## src/rtl/mem_rsp_demux.sv

```systemverilog
// Purpose: routes memory responses to fetch (a) or LSU (b) using an in-order record of request sources.
// Latency: response path is combinational (0 cycles); a tracked request becomes routable the cycle after it fires.
// Backpressure: rsp_ready follows the selected port's ready; req_ready drops while depth requests are outstanding.
module mem_rsp_demux #(
    parameter int width = 32,
    parameter int depth = 4
) (
    input  logic                       clk,
    input  logic                       rst_n,
    input  logic                       req_fire,
    input  logic                       req_sel,
    output logic                       req_ready,
    input  logic                       rsp_valid,
    input  logic [width-1:0]           rsp_data,
    output logic                       rsp_ready,
    output logic                       a_valid,
    output logic [width-1:0]           a_data,
    input  logic                       a_ready,
    output logic                       b_valid,
    output logic [width-1:0]           b_data,
    input  logic                       b_ready,
    output logic [$clog2(depth):0]     outstanding,
    output logic                       err_overflow,
    output logic                       err_orphan
);
    localparam int aw = $clog2(depth);
    localparam int cw = aw + 1;

    logic [depth-1:0] sel_mem;
    logic [aw-1:0]    wr_ptr;
    logic [aw-1:0]    rd_ptr;
    logic [cw-1:0]    count;
    logic             empty;
    logic             head;
    logic             push;
    logic             pop;

    assign empty       = (count == '0);
    assign head        = sel_mem[rd_ptr];
    assign req_ready   = (count != cw'(depth));
    assign outstanding = count;

    // Route the response toward the port recorded at the head; orphans are swallowed.
    always_comb begin
        a_valid   = rsp_valid && !empty && !head;
        b_valid   = rsp_valid && !empty && head;
        a_data    = rsp_data;
        b_data    = rsp_data;
        rsp_ready = empty ? rsp_valid : (head ? b_ready : a_ready);
    end

    assign push = req_fire && req_ready;
    assign pop  = rsp_valid && !empty && rsp_ready;

    // Source-bit storage; contents are meaningless outside the pointer window, so no reset.
    always_ff @(posedge clk) begin
        if (push) begin
            sel_mem[wr_ptr] <= req_sel;
        end
    end

    // Pointers, occupancy and sticky error flags.
    always_ff @(posedge clk) begin
        if (!rst_n) begin
            wr_ptr       <= '0;
            rd_ptr       <= '0;
            count        <= '0;
            err_overflow <= 1'b0;
            err_orphan   <= 1'b0;
        end else begin
            if (push) begin
                wr_ptr <= wr_ptr + aw'(1);
            end
            if (pop) begin
                rd_ptr <= rd_ptr + aw'(1);
            end
            case ({push, pop})
                2'b10:   count <= count + cw'(1);
                2'b01:   count <= count - cw'(1);
                default: count <= count;
            endcase
            if (req_fire && !req_ready) begin
                err_overflow <= 1'b1;
            end
            if (rsp_valid && empty) begin
                err_orphan <= 1'b1;
            end
        end
    end
endmodule

```

## config.mk

```make
export PLATFORM = sky130hd
export DESIGN_NAME = mem_rsp_demux
export DESIGN_NICKNAME = d
export VERILOG_FILES = /design/src/rtl/mem_rsp_demux.sv
export SDC_FILE = /design/constraint.sdc
export NUM_CORES = 1
export LEC_CHECK = 0
export CAP_MARGIN = 20
export CORE_MARGIN = 1
export CORE_UTILIZATION = 27
export DETAILED_ROUTE_END_ITERATION = 10
export PLACE_DENSITY_LB_ADDON = 0.12
export REMOVE_ABC_BUFFERS = 1
export SLEW_MARGIN = 20
export SYNTH_ARGS = -nofsm -noshare
export SYNTH_HDL_FRONTEND = slang
export SYNTH_SLANG_ARGS = --single-unit
```

## constraint.sdc

```tcl
create_clock -name clk -period 2.7 [get_ports clk]
set_clock_uncertainty 0.2 [all_clocks]
set_input_delay 0.81 -clock clk [delete_from_list [all_inputs] [get_ports clk]]
set_output_delay 0.81 -clock clk [all_outputs]
set_load 0.05 [all_outputs]
```

==> results by group <==
Clock tree
  • Root Driver: clkbuf_8
  • Clock Sinks: 13
  • Clock transition at path regs: 0.06 ns
  • H-tree lvl count: 1
  • Clk_lat worst skew: 0.24 ns
  • CTS tree: yes
  • CTS Buf Count: 3
  • Max Root-Sink Buffers: 2
  • Post-CTS Hold Buffers: 0

Die
  • Number of I/O pins: 112
  • # rows: 23
  • Die footprint: 4538 sq um
  • Chip height: 67.37 um
  • Initial Utilization: 28.43%
  • Die width: 67.37 um
  • CORE AREA: 4058 sq um

Run
  • Max-Cap Viols: 0

Pwr
  • Lkg Pwr: 0.4513 nW
  • PwrDens: 822.5 nW/um^2
  • Total Power: 0.9231 mW
  • Worst vdd ir: 0.0001879 V

Critical path
  • Worst r2r dst: outstanding[2]$_SDFFE_PN0P_
  • Crit-path max FO: 2
  • Slowest cell on crit path: mux4_2
  • CP Class: reg -> out
  • Critical Path, Cell by Cell: mux4_2, mux2i_2, buf_4, a21oi_4, buf_12
  • CP max stage delay: 0.54 ns
  • Worst R2R Start: rd_ptr[0]$_SDFFE_PN0P_
  • Flop2flop setup slack: 0.06 ns
  • Worst Setup End Kind: output port
  • Reg2Reg Depth: 9
  • Critical path required time: 1.69 ns
  • Crit start category: register
  • WP data arrival: 1.75 ns

Timing
  • Setup ws final: -0.06061 ns
  • Setup tns final: -0.06061 ns
  • Period utilisation layout: 102.2%
  • FMAX: 362.2 MHz
  • Slew Limit Fails: 0
  • Hold violation count in the final report: 0
  • Unrepaired setup endpoints after global routing: true
  • Endpoints failing setup: 1
  • Slew margin rel.: 66.51%
  • Tightest Pin Transition: 0.5007 ns
  • Tmin final: 2.761 ns

GRT
  • Largest net degree at the start of global routing: 11
  • Grt ovf: 0
  • Vias in the first global route: 738
  • Global-route wire length before repair: 5.671 mm
  • Antenna violations before repair: 0
  • GRT Util Overall: 19.24%

Placed design
  • GPL Wtd Cong: 0.8491
  • Post-DP HPWL: 3.556 mm
  • Placed insts: 145
  • Placed Area: 1018 sq um
  • Port Buffer Count: 15

Status
  • Failing checks: negative setup slack
  • Status: finished with violations

Synth
  • Cell taking the most area after synthesis: buf_4
  • Sequential share of the synthesized area: 26.03%
  • Synth Register Bits: 13
  • Syn Inst Count: 130
  • Synth area leaders: buf_4 42%, dfxtp_1 16%, edfxtp_1 10%, ha_1 5.4%, and3_1 2.7%
  • Unique masters post-synth: 25
  • Synth warn: 0
  • Yosys top cell area share: 41.65%
  • Synthesized cell area: 1154 sq um
  • Mean area per synthesized cell: 8.874 sq um

Detailed routing
  • Initial DRC count: 11
  • Post-DRT Antenna Nets: 0
  • Routed WL: 4.203 mm
  • DRT Pass-1 Iters: 2
  • Via count: 728
  • Vias/cell: 4.789
  • Post-DR wirelength/cell: 27.65 um
  • DRC viols: 0

Finish
  • Fin cells: 152
  • P&R area growth vs syn: -2.711%
  • Final core utilization: 27.66%
  • Final nets: 148
  • Fin area: 1122 sq um
  • Share of cells above drive strength 1: 34.31%
  • ANT cells: 0

Worst hold path
  • Hold Path Class: reg -> reg
  • Hold EP: err_orphan$_SDFFE_PN0P_
  • Worst hold stages: 2
  • Min-Delay Startpoint: err_orphan$_SDFFE_PN0P_
-- report_power, final --
| group | switching, mW | leakage [nW] | total (mW) | internal [mW] |
|---|---|---|---|---|
| registers | 0.0156 | 0.111 | 0.247 | 0.232 |
| clock network | 0.0704 | 0.0228 | 0.175 | 0.104 |
| logic | 0.269 | 0.318 | 0.501 | 0.233 |
| total | 0.355 | 0.451 | 0.923 | 0.568 |
-- cell usage after synthesis --
library cell,instances
buf_4,64
dfxtp_1,9
inv_1,6
and3_1,5
ha_1,5
nand2_1,5
and2_1,4
edfxtp_1,4
nor2_1,3
o21ai_0,3
or3_1,3
a21boi_0,2
a21oi_1,2
mux2i_1,2
nor2b_1,2
xnor2_1,2
a21boi_1,1
a41oi_1,1
fa_1,1
mux4_2,1
nand2b_1,1
nand3_1,1
nor3_1,1
or3b_1,1
xor2_1,1
-- worst max-delay path by stage --
stage                                      from                           to  slack, ns  depth (start not counted)
CTS                      rd_ptr[0]$_SDFFE_PN0P_                    rsp_ready      -0.07                          5
floorplan           outstanding[2]$_SDFFE_PN0P_  outstanding[2]$_SDFFE_PN0P_      -0.43                          9
global route             rd_ptr[0]$_SDFFE_PN0P_                    rsp_ready      -0.12                          5
detailed placement                    rsp_valid  outstanding[2]$_SDFFE_PN0P_      -0.35                          9
global placement                      rsp_valid  outstanding[2]$_SDFFE_PN0P_      -0.28                          9
finish                   rd_ptr[0]$_SDFFE_PN0P_                    rsp_ready      -0.06                          5
-- critical path: cells and delay by family (launching register included) --
kind,cells,cell delay (ns)
AO/OA/AOI/OAI,1,0.14
flip-flops,1,0.34
buffers and inverters,2,0.30
multiplexers,2,0.73
-- flip-flops by register name, indices dropped and copies added (netlist names) --
signal        count
sel_mem           4
outstanding       3
err_orphan        1
err_overflow      1
wr_ptr            2
rd_ptr            2
-- per-stage QoR --
step	setup WS [ns]	hold WS, ns
after floorplan	-0.4310	0.2618
after global placement	-0.2787	0.2777
after detailed placement	-0.3548	0.2798
after CTS	-0.06883	0.2952
after global routing	-0.1195	0.3441
final	-0.06061	0.2927
-- final cells by class --
class,instances,area (sq um)
inverters,6,22.52
repair buffers,32,305.3
fillers,424,2935
multi-input cells,47,385.4
well taps,50,62.56
clock buffers,4,45.04
flip-flops and latches,13,301.5
-- layout by cell type (no fill, tap or decap), types with 2 or more instances in the layout --
cell,instances
inv_1,4
dlygate4sd2_1,3
nand2_1,5
and2_1,4
clkbuf_8,3
or3_1,2
ha_1,4
xnor2_1,2
o21ai_0,3
clkdlybuf4s50_1,8
buf_4,17
dfxtp_1,8
buf_12,3
edfxtp_1,4
a21boi_1,2
and3_1,5
nor2b_1,2
inv_2,2
-- routing by layer --
metal  vias up  GRT usage, %  wire length (um)  share of wire (%)
li1        301             -                 -                  -
met1       318         16.43              1201                 29
met2       105         28.13              1746                 42
met3         4         23.14              1180                 28
met4         0         5.585                74                1.8
met5         -             0                 0                  0
-- repair_timing --
item	in CTS	in global routing
setup buffers	3	0
setup endpoints to repair	4	4
gates resized for setup	15	2
pin swaps	3	0
-- kinds of logic after synthesis --
group	count (synthesis)	share of synthesized area, %
adder cells (fa/ha/maj)	6	7.158
AND/OR/NAND/NOR	26	12.36
flip-flops	13	26.03
XOR/XNOR	3	2.278
multiplexers	3	3.688
buffers and inverters	70	43.60
AO/OA/AOI/OAI	9	4.880
(Power assumes the default switching activity.)
